`src/rtl/pipe_ctrl_pkg.sv`:
```
// Shared pipeline-control types: hazard FSM states, opcodes and the
// bundle of per-stage write enables and flush controls.
package pipe_ctrl_pkg;

    typedef enum logic [1:0] {
        RUN   = 2'd0,
        LDUSE = 2'd1,
        MWAIT = 2'd2
    } hz_state_t;

    localparam logic [3:0] OPC_LW = 4'b0111;
    localparam logic [3:0] OPC_SW = 4'b1000;

    typedef struct packed {
        logic pc_we;
        logic ifid_we;
        logic idex_we;
        logic exmem_we;
        logic memwb_we;
        logic ifid_flush;
        logic idex_flush;
        logic memwb_bubble;
    } hz_ctrl_t;

    localparam hz_ctrl_t CTRL_DEF = 8'b11111_000;
    localparam hz_ctrl_t CTRL_RST = 8'b00000_111;
    localparam hz_ctrl_t CTRL_MEM = 8'b00001_001;
    localparam hz_ctrl_t CTRL_BR  = 8'b11111_110;
    localparam hz_ctrl_t CTRL_LD  = 8'b00111_010;

endpackage

```
`src/rtl/pipe_hazard_sequencer_if.sv`:
```
// Hazard-sequencer bundle: hazard sources from ID/EX/MEM in,
// per-stage controls and statistics out.
interface pipe_hazard_sequencer_if #(
    parameter int CNT_W = 16
);
    logic [3:0]       opcode_EX;
    logic             rs1_dep_EX;
    logic             rs2_dep_EX;
    logic             takeBr;
    logic             mem_req;
    logic             mem_ready;
    logic             pc_we;
    logic             ifid_we;
    logic             idex_we;
    logic             exmem_we;
    logic             memwb_we;
    logic             ifid_flush;
    logic             idex_flush;
    logic             memwb_bubble;
    logic [CNT_W-1:0] stall_cnt;
    logic [CNT_W-1:0] flush_cnt;
    logic             mem_timeout;

    modport master (
        output opcode_EX, rs1_dep_EX, rs2_dep_EX,
        output takeBr, mem_req, mem_ready,
        input  pc_we, ifid_we, idex_we, exmem_we, memwb_we,
        input  ifid_flush, idex_flush, memwb_bubble,
        input  stall_cnt, flush_cnt, mem_timeout
    );

    modport slave (
        input  opcode_EX, rs1_dep_EX, rs2_dep_EX,
        input  takeBr, mem_req, mem_ready,
        output pc_we, ifid_we, idex_we, exmem_we, memwb_we,
        output ifid_flush, idex_flush, memwb_bubble,
        output stall_cnt, flush_cnt, mem_timeout
    );
endinterface

```
`src/rtl/sat_counter.sv`:
```
// Up-counter that sticks at all-ones instead of wrapping.
module sat_counter #(
    parameter int CNT_W = 16
) (
    input  logic             clk,
    input  logic             reset,
    input  logic             inc,
    output logic [CNT_W-1:0] count
);

    always_ff @(posedge clk) begin
        if (reset)
            count <= '0;
        else if (inc && (count != '1))
            count <= count + CNT_W'(1);
    end

endmodule

```
`src/rtl/pipe_hazard_sequencer.sv`:
```
// Hazard FSM driving every pipeline register: load-use stalls,
// branch flushes, data-memory waits, plus stall/flush statistics.
module pipe_hazard_sequencer
    import pipe_ctrl_pkg::*;
#(
    parameter logic [3:0] OPCODE_LW      = OPC_LW,
    parameter int         LOAD_STALL_CYC = 1,
    parameter int         MEM_TIMEOUT    = 8,
    parameter int         CNT_W          = 16
) (
    input logic                   clk,
    input logic                   reset,
    pipe_hazard_sequencer_if.slave hz
);

    localparam int WW = $clog2(MEM_TIMEOUT + 1);
    localparam logic [WW-1:0] WMAX = WW'(MEM_TIMEOUT);
    localparam logic [1:0] LD_INIT = 2'(LOAD_STALL_CYC - 1);

    hz_state_t state_q, state_d, run_state;
    logic [1:0] ld_q, ld_d, run_ld;
    logic [WW-1:0] wcnt_q, wcnt_d;
    logic to_q, to_d;
    hz_ctrl_t ctrl, run_ctrl;
    logic lu, miss;

    assign lu   = (hz.opcode_EX == OPCODE_LW) &&
                  (hz.rs1_dep_EX || hz.rs2_dep_EX);
    assign miss = hz.mem_req && !hz.mem_ready;

    // Rules shared by RUN and the MWAIT release cycle
    always_comb begin
        run_ctrl  = CTRL_DEF;
        run_state = RUN;
        run_ld    = ld_q;
        if (hz.takeBr) begin
            run_ctrl = CTRL_BR;
        end else if (lu) begin
            run_ctrl = CTRL_LD;
            if (LOAD_STALL_CYC > 1) begin
                run_state = LDUSE;
                run_ld    = LD_INIT;
            end
        end
    end

    always_comb begin
        ctrl    = CTRL_DEF;
        state_d = state_q;
        ld_d    = ld_q;
        wcnt_d  = wcnt_q;
        to_d    = to_q;
        if (reset) begin
            ctrl    = CTRL_RST;
            state_d = RUN;
            ld_d    = '0;
            wcnt_d  = '0;
            to_d    = 1'b0;
        end else begin
            unique case (state_q)
                RUN: begin
                    if (miss) begin
                        ctrl    = CTRL_MEM;
                        state_d = MWAIT;
                        wcnt_d  = WW'(1);
                    end else begin
                        ctrl    = run_ctrl;
                        state_d = run_state;
                        ld_d    = run_ld;
                    end
                end
                LDUSE: begin
                    if (miss) begin
                        ctrl    = CTRL_MEM;
                        state_d = MWAIT;
                        wcnt_d  = WW'(1);
                        ld_d    = '0;
                    end else begin
                        ctrl    = CTRL_LD;
                        ld_d    = ld_q - 2'd1;
                        state_d = (ld_q == 2'd1) ? RUN : LDUSE;
                    end
                end
                MWAIT: begin
                    if (!hz.mem_ready) begin
                        ctrl = CTRL_MEM;
                        if (wcnt_q != WMAX)
                            wcnt_d = wcnt_q + WW'(1);
                    end else begin
                        ctrl    = run_ctrl;
                        state_d = run_state;
                        ld_d    = run_ld;
                    end
                end
                default: state_d = RUN;
            endcase
            if (wcnt_d == WMAX)
                to_d = 1'b1;
        end
    end

    always_ff @(posedge clk) begin
        state_q <= state_d;
        ld_q    <= ld_d;
        wcnt_q  <= wcnt_d;
        to_q    <= to_d;
    end

    sat_counter #(.CNT_W(CNT_W)) u_stall_cnt (
        .clk   (clk),
        .reset (reset),
        .inc   (!ctrl.pc_we),
        .count (hz.stall_cnt)
    );

    sat_counter #(.CNT_W(CNT_W)) u_flush_cnt (
        .clk   (clk),
        .reset (reset),
        .inc   (ctrl.ifid_flush),
        .count (hz.flush_cnt)
    );

    assign hz.pc_we        = ctrl.pc_we;
    assign hz.ifid_we      = ctrl.ifid_we;
    assign hz.idex_we      = ctrl.idex_we;
    assign hz.exmem_we     = ctrl.exmem_we;
    assign hz.memwb_we     = ctrl.memwb_we;
    assign hz.ifid_flush   = ctrl.ifid_flush;
    assign hz.idex_flush   = ctrl.idex_flush;
    assign hz.memwb_bubble = ctrl.memwb_bubble;
    assign hz.mem_timeout  = to_q;

endmodule

```
`src/flat_wrapper.sv`:
```
// flat-port wrapper written by rule: the top's interface ports become plain ports
module pipe_hazard_sequencer_flat import pipe_ctrl_pkg::*;
#(
    parameter logic [3:0] OPCODE_LW      = OPC_LW,
    parameter int         LOAD_STALL_CYC = 1,
    parameter int         MEM_TIMEOUT    = 8,
    parameter int         CNT_W          = 16
)
  (clk, reset, hz_opcode_EX, hz_rs1_dep_EX, hz_rs2_dep_EX, hz_takeBr, hz_mem_req, hz_mem_ready, hz_pc_we, hz_ifid_we, hz_idex_we, hz_exmem_we, hz_memwb_we, hz_ifid_flush, hz_idex_flush, hz_memwb_bubble, hz_stall_cnt, hz_flush_cnt, hz_mem_timeout);
  pipe_hazard_sequencer_if #(.CNT_W(CNT_W)) hz_i ();
  input logic clk;
  input logic reset;
  input wire logic [$bits(hz_i.opcode_EX)-1:0] hz_opcode_EX;
  input wire logic [$bits(hz_i.rs1_dep_EX)-1:0] hz_rs1_dep_EX;
  input wire logic [$bits(hz_i.rs2_dep_EX)-1:0] hz_rs2_dep_EX;
  input wire logic [$bits(hz_i.takeBr)-1:0] hz_takeBr;
  input wire logic [$bits(hz_i.mem_req)-1:0] hz_mem_req;
  input wire logic [$bits(hz_i.mem_ready)-1:0] hz_mem_ready;
  output wire logic [$bits(hz_i.pc_we)-1:0] hz_pc_we;
  output wire logic [$bits(hz_i.ifid_we)-1:0] hz_ifid_we;
  output wire logic [$bits(hz_i.idex_we)-1:0] hz_idex_we;
  output wire logic [$bits(hz_i.exmem_we)-1:0] hz_exmem_we;
  output wire logic [$bits(hz_i.memwb_we)-1:0] hz_memwb_we;
  output wire logic [$bits(hz_i.ifid_flush)-1:0] hz_ifid_flush;
  output wire logic [$bits(hz_i.idex_flush)-1:0] hz_idex_flush;
  output wire logic [$bits(hz_i.memwb_bubble)-1:0] hz_memwb_bubble;
  output wire logic [$bits(hz_i.stall_cnt)-1:0] hz_stall_cnt;
  output wire logic [$bits(hz_i.flush_cnt)-1:0] hz_flush_cnt;
  output wire logic [$bits(hz_i.mem_timeout)-1:0] hz_mem_timeout;
  assign hz_i.opcode_EX = hz_opcode_EX;
  assign hz_i.rs1_dep_EX = hz_rs1_dep_EX;
  assign hz_i.rs2_dep_EX = hz_rs2_dep_EX;
  assign hz_i.takeBr = hz_takeBr;
  assign hz_i.mem_req = hz_mem_req;
  assign hz_i.mem_ready = hz_mem_ready;
  assign hz_pc_we = hz_i.pc_we;
  assign hz_ifid_we = hz_i.ifid_we;
  assign hz_idex_we = hz_i.idex_we;
  assign hz_exmem_we = hz_i.exmem_we;
  assign hz_memwb_we = hz_i.memwb_we;
  assign hz_ifid_flush = hz_i.ifid_flush;
  assign hz_idex_flush = hz_i.idex_flush;
  assign hz_memwb_bubble = hz_i.memwb_bubble;
  assign hz_stall_cnt = hz_i.stall_cnt;
  assign hz_flush_cnt = hz_i.flush_cnt;
  assign hz_mem_timeout = hz_i.mem_timeout;
  pipe_hazard_sequencer #(.OPCODE_LW(OPCODE_LW), .LOAD_STALL_CYC(LOAD_STALL_CYC), .MEM_TIMEOUT(MEM_TIMEOUT), .CNT_W(CNT_W)) u_core (.clk(clk), .reset(reset), .hz(hz_i));
endmodule
```
`config.mk`:
```
export PLATFORM = sky130hd
export DESIGN_NAME = pipe_hazard_sequencer_flat
export DESIGN_NICKNAME = d
export VERILOG_FILES = /design/src/rtl/pipe_ctrl_pkg.sv /design/src/rtl/pipe_hazard_sequencer_if.sv /design/src/rtl/sat_counter.sv /design/src/rtl/pipe_hazard_sequencer.sv /design/src/flat_wrapper.sv
export SDC_FILE = /design/constraint.sdc
export NUM_CORES = 1
export LEC_CHECK = 0
export ABC_AREA = 1
export BUFFER_PORTS_ARGS = -buffer_cell sky130_fd_sc_hd__buf_2
export CORE_ASPECT_RATIO = 1.4
export CORE_MARGIN = 5
export CORE_UTILIZATION = 30
export DETAILED_ROUTE_END_ITERATION = 16
export GPL_ROUTABILITY_DRIVEN = 0
export SLEW_MARGIN = 40
export SYNTH_ARGS = -nofsm -noshare
export SYNTH_HDL_FRONTEND = slang
export SYNTH_SLANG_ARGS = --single-unit
export TNS_END_PERCENT = 1
```
`constraint.sdc`:
```
create_clock -name clk -period 1.8 [get_ports clk]
set_input_delay 0.18 -clock clk [delete_from_list [all_inputs] [get_ports clk]]
set_output_delay 0.18 -clock clk [all_outputs]
set_load 0.03 [all_outputs]
```
## Word level (Yosys, flattened, before mapping)

Cells that the tools add are included.

| word-level totals | value |
|---|---|
| RAM bits | 0 |
| memory bits (read-only) | 0 |
| memories kept | 0 |
| bits in latches | 0 |
| register bits after elaboration | 41 |
| logic and storage cells | 46 |

| operators by class | value |
|---|---|
| magnitude comparators | 0 |
| equal/unequal tests | 9 |
| divide/modulo/power cells | 0 |
| muxes and demuxes | 18 |
| bitwise logic cells | 0 |
| $mul | 0 |
| reductions and logical operators | 9 |
| $add $sub $neg | 4 |
| shift-type cells | 0 |

Operators with widths:

| kind | number |
|---|---|
| 8-bit 2-to-1 mux | 5 |
| 16-bit by 1-bit adder with 16-bit output, second input constant | 2 |
| 16-bit != test, second input constant | 2 |
| 8-bit case mux with 3 select lines | 1 |
| 4-bit 2-to-1 mux | 4 |
| 2-bit 2-to-1 mux | 4 |
| 4-bit case mux with 2 select lines | 1 |
| 6-bit 2-to-1 mux | 1 |
| 2-bit case mux with 3 select lines | 1 |
| 4-bit by 1-bit adder with 4-bit output, second input constant | 1 |
| 2-bit by 1-bit equality test with 1-bit output, second input constant | 2 |
| 4-bit by 3-bit equality test with 1-bit output, second input constant | 1 |
| 4-bit equality test, second input constant | 1 |
| 1-bit logical AND | 4 |
| 4-bit != test, second input constant | 1 |
| 2-bit equality test, second input constant | 1 |
| 1-bit zero test | 2 |
| 2-bit zero test | 1 |
| 2-bit != test, second input constant | 1 |
| 2-bit OR reduction | 1 |
| 2-bit by 1-bit subtractor with 2-bit output, second input constant | 1 |
| 1-bit logical OR | 1 |
| 1-bit 2-to-1 mux | 1 |

## Longest topological paths before layout

Gate-level depths: netlist of the first run.

| depth | value |
|---|---|
| word-level depth | 9 |
| depth in mapped cells | 11 |
| mapped depth without buffers | 11 |

## Hierarchy

Synthesis of the first run repeated with hierarchy kept, for this count alone.

| unflattened totals | value |
|---|---|
| cell total of the unflattened synthesis | 395 |
| area total of the unflattened synthesis | 2492.4 sq um |

By module, submodules not included:

| module | times used | area an instance (sq um) | cells each |
|---|---|---|---|
| sat_counter | 2 | 929.6 | 149 |
| pipe_hazard_sequencer | 1 | 633.1 | 97 |

## Least setup slack after synthesis of the first run

No wires, ideal clock.

| timing path | value |
|---|---|
| kind | register to register |
| start point | register u_core.u_stall_cnt.count[0] |
| end point | register u_core.u_stall_cnt.count[12] |
| setup slack | -132 ps |
| arrival time | 1861 ps |
| path buffers | 1 |
| data required time | 1730 ps |
| stages on the path, launching flop included | 11 |
| setup time | 70 ps |
| cell sequence | dfxtp_1 ha_1 nand2_2 nor2_4 nand2_1 nor2_2 nand3_4 nand2_4 buf_6 nand2_1 a21oi_1 |

| between the ends | value |
|---|---|
| cells in the longest elaborated chain, start to end | 2 |

Ends and longest elaborated chain:

| element | line | RTL |
|---|---|---|
| start: declaration | sat_counter.sv:8 | `output logic [CNT_W-1:0] count` |
| start signal: assignment | sat_counter.sv:15 | `count <= count + CNT_W'(1);` |
| branches (longest 2 deep; another with 16-bit by 1-bit adder with 16-bit output) | -- |  |

Parallel ways; which one is timed is not known.
A chain may end at the register's enable or synchronous reset.

## Final worst setup path of the first run

| timing path | value |
|---|---|
| start point | register u_core.state_q[1] |
| end point | output port hz_pc_we |

| between the ends | value |
|---|---|
| cells in the longest elaborated chain, start to end | 3 |

Ends and longest elaborated chain:

| element | line | RTL |
|---|---|---|
| start: declaration | pipe_hazard_sequencer.sv:20 | `hz_state_t state_q, state_d, run_state;` |
| start signal: assignment | pipe_hazard_sequencer.sv:103 | `state_q <= state_d;` |
| 2-bit equality test, or another cell as far along | pipe_hazard_sequencer.sv:60 | `unique case (state_q)` |
| 8-bit case mux with 3 select lines * | pipe_hazard_sequencer.sv:60 |  |
| 8-bit 2-to-1 mux * | pipe_hazard_sequencer.sv:53 | `if (reset) begin` |
| end: declaration | flat_wrapper.sv:19 | `output wire logic [$bits(hz_i.pc_we)-1:0] hz_pc_we;` |

Mark *: on every way between the ends. The rest lies on a longest branch, timed or not.

==> impl_metrics.py, run 1 <==
metrics = {
    "cells_and_area": {
        "final_cell_area_um2": 3080,
        "fin_nets": 467,
        "antenna_cells": 0,
        "fill_cells": 889,
        "drive_above_1_share_pct": 20.4,
        "final_common_cell": "nand2_1",
        "area_growth_pct": 24.1,
        "utilization_pct": 37.8,
        "multi_input_area_um2": 1460,
        "regArea_um2": 828,
        "mostFrequentLayoutCells": "nand2_1, buf_2, nor2_1, nand3_1, dfxtp_1",
    },
    "global_routing": {
        "grt_pass1_vias": 2629,
        "track_usage_pct": 13.6,
        "antenna_found_initial": 0,
        "gr-total-overflow": 0,
        "grt_pass1_wl_um": 11600,
        "grt_max_degree": 37,
    },
    "synth": {
        "synthTopCellsByArea": "dfxtp_1, nand2_1, nand3_1",
        "synthFlopType": "dfxtp_1",
        "synth_area_um2": 2480,
        "synthCells": 388,
        "synth-edff-count": 0,
        "synth-seq-cells": 41,
        "ys_warn_count": 0,
        "yosys.area.top_type_share_pct": 33.0,
        "avgSynthCellArea_um2": 6.40,
        "async_flop_share_pct": 0,
        "yosysTopAreaCell": "dfxtp_1",
        "ys_types": 31,
        "syn_nets": 404,
        "yosysSeqAreaShare_pct": 33.0,
    },
    "worst_setup_path": {
        "r2r_slack_ns": 0.18,
        "critPathSlowestCell": "dfxtp_2",
        "cp-end-kind": "primary output",
        "path_max_fanout": 14,
        "start_kind": "flop",
        "crit_chain": "o21ai_2 -> nand3_1 -> nand3_1 -> nand2_4 -> inv_1 -> buf_2",
        "reg2reg_depth": 10,
        "timing.rr.end": "u_core.u_stall_cnt.count[0]",
        "crit_required_ns": 1.62,
        "arrival_ns": 1.48,
        "r2r_start": "u_core.u_stall_cnt.count[0]",
        "startpoint": "u_core.state_q[1]",
        "cpPeakStageDelay_ns": 0.34,
        "path_common_cell": "nand3_1",
        "path_class": "reg2out",
    },
    "power_and_ir_drop": {
        "leakage_uw": 0.00128,
        "ir_drop_mv": 0.429,
        "power_per_cell_area_nw_per_um2": 674,
    },
    "hold_path": {
        "worstHoldStart": "hz_mem_req",
        "whs_endpoint": "u_core.state_q[1]",
        "hold_path_class": "in2reg",
        "holdPathStages": 3,
    },
    "timing": {
        "setup_ws_ns": 0.139,
        "setup_violations": 0,
        "worstMarginPinSlew_ns": 0.432,
        "rsz0062_at_grt": "false",
        "finClkSkew_ns": 0.00322,
        "hold_viol": 0,
        "drv_slew": 0,
        "holdWs_ns": 0.231,
        "finalSetupTns_ns": 0,
        "post-route-period-util_pct": 92.3,
        "timing.fmax_mhz": 602,
        "slew_headroom_pct": 71.1,
        "finalCriticalPeriod_ns": 1.66,
    },
    "die": {
        "die_w_um": 86.9,
        "die_h_um": 118,
        "start_util_pct": 30.5,
        "fp.coreArea_um2": 8150,
        "die_area_um2": 10200,
        "rows": 39,
        "io_pins": 52,
    },
    "cts": {
        "cts_setup_buffers": 0,
        "cts-root-buf": "clkbuf_16",
        "cts_resized": 0,
        "cts_tree": "built",
        "clock_latency_ns": 0.28,
        "cts_buffer_depth": 2,
        "cts_buffers": 5,
        "clkTransAtPathRegs_ns": 0.05,
        "hold_buffers": 0,
        "cts.sinks": 41,
        "cts_max_level": 2,
    },
    "detailed_routing": {
        "drt_iter0_drc": 90,
        "wl_met2_um": 3500,
        "num_vias": 2649,
        "routed_wl_um": 6630,
        "dr.pass1.iters": 4,
        "drt-met1-wl_um": 2740,
        "route.detailed.drc": 0,
        "ant_nets": 0,
        "top_layer_used": "met4",
        "drt-wirelength-per-cell_um": 12.0,
        "met3_length_um": 283,
        "vias_per_cell": 4.79,
    },
    "placement": {
        "placed_area_um2": 2930,
        "io_buffers": 51,
        "place_hpwl_um": 5020,
        "dp_slack_ns": 0.153,
    },
    "status": {
        "run_status": "finished, final reports clean",
    },
    "run": {
        "cap_violations": 0,
    },
}
## cells in the mapped netlist (all sizes together), types with 2 or more instances
library cell / n
ha: 5
nand3b: 2
nand3: 41
inv: 39
buf: 8
clkbuf: 3
nor2: 52
a21oi: 33
o21ai: 10
nand4: 9
nand2: 118
dfxtp: 41
xor2: 10
nor3: 5
xnor2: 6
## cells by family (layout without fill, tap and decap cells)
family                     after synthesis  in the layout  synth area share [%]
buffers and inverters                   50            113                  8.41
and+or+nand+nor                        228            228                  40.0
AOI/OAI and AO/OA                       48             48                  10.4
xor gates and xnor gates                16             16                  5.64
DFF                                     41             41                  33.0
adders and majority gates                5              5                  2.52
## state kept, by name, indices dropped and copies added, names as in the netlist
| signal | count |
|---|---|
| u_core.hz.mem_timeout | 1 |
| u_core.ld_q | 2 |
| u_core.u_stall_cnt.count | 16 |
| u_core.state_q | 2 |
| u_core.wcnt_q | 4 |
| u_core.u_flush_cnt.count | 16 |
## routing by layer
layer / global-route usage [%] / vias to the layer above
met4: 5.65 / 0
met3: 2.03 / 8
li1: - / 1382
met5: 0 / -
met1: 15.1 / 1212
met2: 25.0 / 47
## critical path, delay by kind of cell, from the launching register on
family	cells	cell delay, ns
buf+inv	2	0.29
simple gates	3	0.40
flops	1	0.34
compound gates	1	0.17
## where the power goes
group          switching (uW)  internal (uW)
registers                21.7            926
logic                     171           74.3
clock network             342            544
## final cells by class
class / count / share of cell area [%]
Sequential cell: 41 / 26.9
Tap cell: 102 / 4.14
Clock buffer: 7 / 4.63
Timing Repair Buffer: 67 / 12.3
Multi-Input combinational cell: 297 / 47.3
Inverter: 39 / 4.75
## worst max path at each step
stage | endpoint | slack [ns] | cells past startpoint
floorplan | u_core.u_flush_cnt.count[15] | 0.002 | 9
global placement | u_core.u_stall_cnt.count[13] | 0.20 | 11
detailed placement | u_core.u_stall_cnt.count[0] | 0.15 | 10
CTS | hz_pc_we | 0.02 | 6
global route | hz_pc_we | 0.0007 | 6
finish | hz_pc_we | 0.14 | 6
## per-stage QoR
step                std cells  total power, uW
finish                    553             2080
global placement          546             1210
global route              553             2180
CTS                       553             2110
detailed placement        546             1210
floorplan                 388             1140
Power figures use the tool's default switching activity.
==> inputs of run 2 (changes only) <==
--- a/config.mk
+++ b/config.mk
@@ -6,7 +6,7 @@
 export NUM_CORES = 1
 export LEC_CHECK = 0
 export ABC_AREA = 1
-export BUFFER_PORTS_ARGS = -buffer_cell sky130_fd_sc_hd__buf_2
+export BUFFER_PORTS_ARGS = -buffer_cell sky130_fd_sc_hd__buf_4
 export CORE_ASPECT_RATIO = 1.4
 export CORE_MARGIN = 5
 export CORE_UTILIZATION = 30
==> impl_metrics.py, run 2 (synthesis gave the netlist of run 1 again) <==
metrics = {
    "worst_setup_path": {
        "crit_required_ns": 1.62,
        "arrival_ns": 1.50,
        "cp_num_buf_inv": 3,
        "cpPeakStageDelay_ns": 0.38,
        "crit_chain": "inv_1 -> nor2_1 -> inv_1 -> nor2_1 -> a311o_1 -> buf_4",
        "cp-end-kind": "primary output",
        "path_class": "reg2out",
        "r2r_start": "u_core.u_stall_cnt.count[0]",
        "start_kind": "flop",
        "cp_top_family": "flip-flops",
        "critPathSlowestCell": "dfxtp_1",
        "startpoint": "u_core.state_q[0]",
        "path_max_fanout": 4,
    },
    "timing": {
        "slew_headroom_pct": 70.2,
        "timing.fmax_mhz": 596,
        "setup_violations": 0,
        "finClkSkew_ns": 0.00387,
        "drv_slew": 0,
        "post-route-period-util_pct": 93.2,
        "hold_viol": 0,
        "worstMarginPinSlew_ns": 0.446,
        "finalCriticalPeriod_ns": 1.68,
        "setup_ws_ns": 0.123,
    },
    "cts": {
        "cts-root-buf": "clkbuf_16",
        "cts_buffer_depth": 2,
        "clkTransAtPathRegs_ns": 0.06,
        "cts_buffers": 5,
        "cts_max_level": 2,
        "clock_latency_ns": 0.28,
        "cts.sinks": 41,
        "cts_tree": "built",
    },
    "status": {
        "run_status": "finished, final reports clean",
    },
    "die": {
        "io_pins": 52,
        "start_util_pct": 30.5,
        "rows": 39,
        "fp.coreArea_um2": 8150,
        "die_area_um2": 10200,
        "die_h_um": 118,
        "die_w_um": 86.9,
    },
    "detailed_routing": {
        "num_vias": 2671,
        "route.detailed.drc": 0,
        "vias_per_cell": 4.77,
        "ant_nets": 0,
        "drt_iter0_drc": 92,
        "drt-wirelength-per-cell_um": 12.2,
        "dr.pass1.iters": 4,
        "routed_wl_um": 6850,
    },
    "power_and_ir_drop": {
        "power_per_cell_area_nw_per_um2": 636,
        "p_total_uw": 2080,
        "p_switching_uw": 535,
        "p_seq_share_pct": 45.6,
        "ir_drop_mv": 0.412,
        "intPower_uw": 1540,
        "p_sw_share_pct": 25.7,
        "clockPowerShare_pct": 41.1,
        "leakage_uw": 0.00133,
        "p_comb_share_pct": 13.3,
    },
    "cells_and_area": {
        "drive_above_1_share_pct": 21.0,
        "fin_nets": 473,
        "fill_cells": 859,
        "antenna_cells": 0,
        "final_common_cell": "nand2_1",
        "area_growth_pct": 31.5,
        "mostFrequentLayoutCells": "nand2_1, buf_4, nor2_1, nand3_1, dfxtp_1",
        "final_cells": 560,
        "top_regs": "u_core.u_flush_cnt.count (16), u_core.u_stall_cnt.count (16), u_core.wcnt_q (4)",
    },
    "placement": {
        "io_buffers": 51,
        "place_hpwl_um": 5200,
        "placedCellCount": 548,
        "dp_slack_ns": 0.0724,
    },
    "global_routing": {
        "grt_pass1_wl_um": 11700,
        "track_usage_pct": 13.8,
        "antenna_found_initial": 0,
        "grt_max_degree": 37,
        "gr-total-overflow": 0,
        "grt_pass1_vias": 2617,
    },
    "run": {
        "cap_violations": 0,
    },
    "hold_path": {
        "worstHoldStart": "hz_mem_req",
        "hold_path_class": "in2reg",
    },
}
-- run 2: cell types whose count changed in the layout (fill, tap and decap cells not counted), sizes merged --
cell,delta
buf,+7
-- run 2: worst reg2reg max path: cells and delay by family (launching register included) --
kind	cells	cell delay, ns
simple gates	6	0.68
flops	1	0.38
buf+inv	1	0.21
fa+ha+maj	1	0.19
compound gates	1	0.07
-- run 2: path summary, 6_finish.rpt --
path                                                     end  slack (ns)  cells after the start
worst max-delay path                           hz_idex_flush        0.12                      6
worst min-delay path                       u_core.state_q[1]        0.22                      3
worst max register to register  u_core.u_stall_cnt.count[12]        0.14                      9
worst min register to register         u_core.hz.mem_timeout        0.46                      2
-- run 2: cell type report --
class	count	area [um2]	area share, %
Timing Repair Buffer	73	561	17.2
Inverter	39	146	4.48
Multi-Input combinational cell	297	1470	44.9
Tap cell	102	128	3.91
Sequential cell	41	827	25.3
Clock buffer	8	136	4.18
-- run 2: timing repair --
| item | in CTS | in global routing |
|---|---|---|
| resized for setup | 0 | 4 |
| buffers inserted | 0 | 4 |
| hold buffers | 0 | 0 |
| setup endpoints to repair | 0 | 19 |
-- run 2: through the flow --
| stage | TNS (ns) | instance area (um2) | hold slack [ns] | util [%] |
|---|---|---|---|---|
| after CTS | 0 | 3210 | 0.209 | 39.3 |
| after detailed placement | 0 | 3070 | 0.448 | 37.7 |
| after floorplan | 0 | 2490 | 0.373 | - |
| after global routing | -0.00489 | 3270 | 0.245 | 40.1 |
| final | 0 | 3270 | 0.218 | 40.1 |
| after global placement | 0 | 3070 | 0.447 | 37.7 |
-- run 2: power by group through the flow --
stage	combinational [uW]	sequential [uW]	clock [uW]
finish	276	947	854
global placement	262	966	0
global route	302	950	924
floorplan	148	989	0
detailed placement	265	968	0
CTS	266	947	884
-- run 2: per-layer routing --
layer  global-route usage, %  vias to the layer above  part of all wire [%]
met3                    2.45                       10                   4.0
met1                    16.0                     1216                    42
met4                    5.07                        0                   2.1
met5                       0                        -                     0
met2                    24.5                       59                    52
li1                        -                     1386                     -
==> inputs of run 3 (changes only) <==
--- a/config.mk
+++ b/config.mk
@@ -12,6 +12,7 @@
 export CORE_UTILIZATION = 30
 export DETAILED_ROUTE_END_ITERATION = 16
 export GPL_ROUTABILITY_DRIVEN = 0
+export SETUP_SLACK_MARGIN = 0.3
 export SLEW_MARGIN = 40
 export SYNTH_ARGS = -nofsm -noshare
 export SYNTH_HDL_FRONTEND = slang
==> impl_metrics.py, run 3 (synthesis gave the netlist of run 1 again) <==
metrics = {
    "power_and_ir_drop": {
        "power_per_cell_area_nw_per_um2": 678,
        "p_comb_share_pct": 13.0,
        "p_seq_share_pct": 39.5,
        "p_switching_uw": 562,
        "leakage_uw": 0.00142,
        "p_sw_share_pct": 23.5,
        "clockPowerShare_pct": 47.4,
        "ir_drop_mv": 0.366,
        "intPower_uw": 1830,
    },
    "detailed_routing": {
        "route.detailed.drc": 0,
        "num_vias": 2740,
        "vias_per_cell": 4.85,
        "drt-wirelength-per-cell_um": 12.5,
        "drt_iter0_drc": 83,
        "ant_nets": 0,
        "wl_met2_um": 3580,
        "drt-met1-wl_um": 2950,
        "routed_wl_um": 7060,
        "top_layer_used": "met4",
        "dr.pass1.iters": 4,
        "met3_length_um": 391,
    },
    "die": {
        "die_h_um": 118,
        "die_w_um": 86.9,
        "fp.coreArea_um2": 8150,
        "rows": 39,
        "io_pins": 52,
        "start_util_pct": 30.5,
        "die_area_um2": 10200,
    },
    "cts": {
        "cts_tree": "built",
        "hold_buffers": 0,
        "clkTransAtPathRegs_ns": 0.06,
        "cts_buffer_depth": 2,
        "cts_buffers": 5,
        "cts.sinks": 41,
        "cts-root-buf": "clkbuf_16",
        "cts_max_level": 2,
        "clock_latency_ns": 0.28,
    },
    "global_routing": {
        "grt_max_degree": 21,
        "antenna_found_initial": 0,
        "grt_pass1_vias": 2606,
        "grt_pass1_wl_um": 11700,
        "gr-total-overflow": 0,
        "track_usage_pct": 13.8,
    },
    "cells_and_area": {
        "antenna_cells": 0,
        "area_growth_pct": 42.1,
        "drive_above_1_share_pct": 30.7,
        "mostFrequentLayoutCells": "nand2_1, buf_4, nor2_1, nand3_1",
        "final_common_cell": "nand2_1",
        "fin_nets": 478,
        "top_regs": "u_core.u_flush_cnt.count (16), u_core.u_stall_cnt.count (16), u_core.wcnt_q (4)",
    },
    "placement": {
        "io_buffers": 51,
        "place_hpwl_um": 5140,
    },
    "worst_setup_path": {
        "critPathSlowestCell": "dfxtp_4",
        "cp-end-kind": "primary output",
        "start_kind": "flop",
        "cpPeakStageDelay_ns": 0.40,
        "arrival_ns": 1.37,
        "reg2reg_depth": 9,
        "path_max_fanout": 6,
        "crit_chain": "o21ai_4 -> nand3_4 -> nand2_2 -> a311o_1 -> buf_6",
        "path_class": "reg2out",
        "crit_required_ns": 1.62,
        "r2r_slack_ns": 0.28,
    },
    "timing": {
        "finalCriticalPeriod_ns": 1.55,
        "timing.fmax_mhz": 643,
        "setup_violations": 0,
        "holdWs_ns": 0.226,
        "finClkSkew_ns": 0.00452,
        "drv_slew": 0,
        "slew_headroom_pct": 75.5,
        "post-route-period-util_pct": 86.3,
        "hold_viol": 0,
        "rsz0062_at_grt": "true",
        "worstMarginPinSlew_ns": 0.367,
        "finalSetupTns_ns": 0,
    },
    "status": {
        "run_status": "finished, final reports clean",
    },
    "hold_path": {
        "holdPathStages": 2,
        "hold_path_class": "in2reg",
    },
    "run": {
        "cap_violations": 0,
    },
}
## run 3: changes by cell type in the layout (fill, tap and decap cells not counted), moves of 4 or more
cell | before | now
dfxtp_1 | 38 | 18
buf_6 | 0 | 7
dfxtp_4 | 1 | 7
nand2_1 | 114 | 110
nor2_1 | 48 | 41
nor2_2 | 3 | 9
dfxtp_2 | 2 | 16
## run 3: cell type report
cell class | count | area [um2]
clock buffer | 5 | 125
fill | 834 | 4620
clock inverter | 3 | 65.1
sequential | 41 | 867
inverter | 39 | 153
tap | 102 | 128
timing repair buffer | 76 | 597
multi-input combinational | 299 | 1600
## run 3: power groups by stage
| stage | Clock (uW) | Combinational [uW] | Sequential (uW) |
|---|---|---|---|
| CTS | 1170 | 298 | 948 |
| detailed placement | 0 | 266 | 973 |
| global placement | 0 | 264 | 973 |
| finish | 1140 | 312 | 946 |
| floorplan | 0 | 154 | 995 |
| global route | 1210 | 340 | 948 |
## run 3: critical path: cells and delay by family, from the launching register on
kind / cells / cell delay, ns
buffers and inverters: 1 / 0.15
AND/OR/NAND/NOR: 2 / 0.18
AO/OA/AOI/OAI: 2 / 0.38
flip-flops: 1 / 0.40
## run 3: per-stage QoR
step / utilization [%] / std cells / cell area (um2) / worst slack, ns / power (uW)
final: 43.3 / 565 / 3530 / 0.246 / 2390
after global routing: 43.3 / 565 / 3530 / 0.182 / 2500
after CTS: 42.2 / 563 / 3440 / 0.247 / 2410
after detailed placement: 38.0 / 543 / 3090 / 0.112 / 1240
after global placement: 38.0 / 543 / 3090 / 0.134 / 1240
after floorplan: - / 388 / 2550 / 0.209 / 1150
## run 3: path summary, 6_finish.rpt
path,from,to
min,reset,u_core.wcnt_q[1]
min reg2reg,u_core.hz.mem_timeout,u_core.hz.mem_timeout
max,u_core.state_q[1],hz_idex_flush
max reg2reg,u_core.u_stall_cnt.count[0],u_core.u_stall_cnt.count[14]
## run 3: timing repair
item,CTS,global route
setup endpoints to repair,30,39
setup buffers,11,1
gates resized for setup,17,20
cloned,1,1
pin swaps,4,10
## run 3: per-layer routing
metal  GRT usage (%)  vias to the layer above
met5               0                        -
met3            3.36                       10
met2            23.7                       72
met1            16.2                     1257
li1                -                     1401
met4            5.07                        0
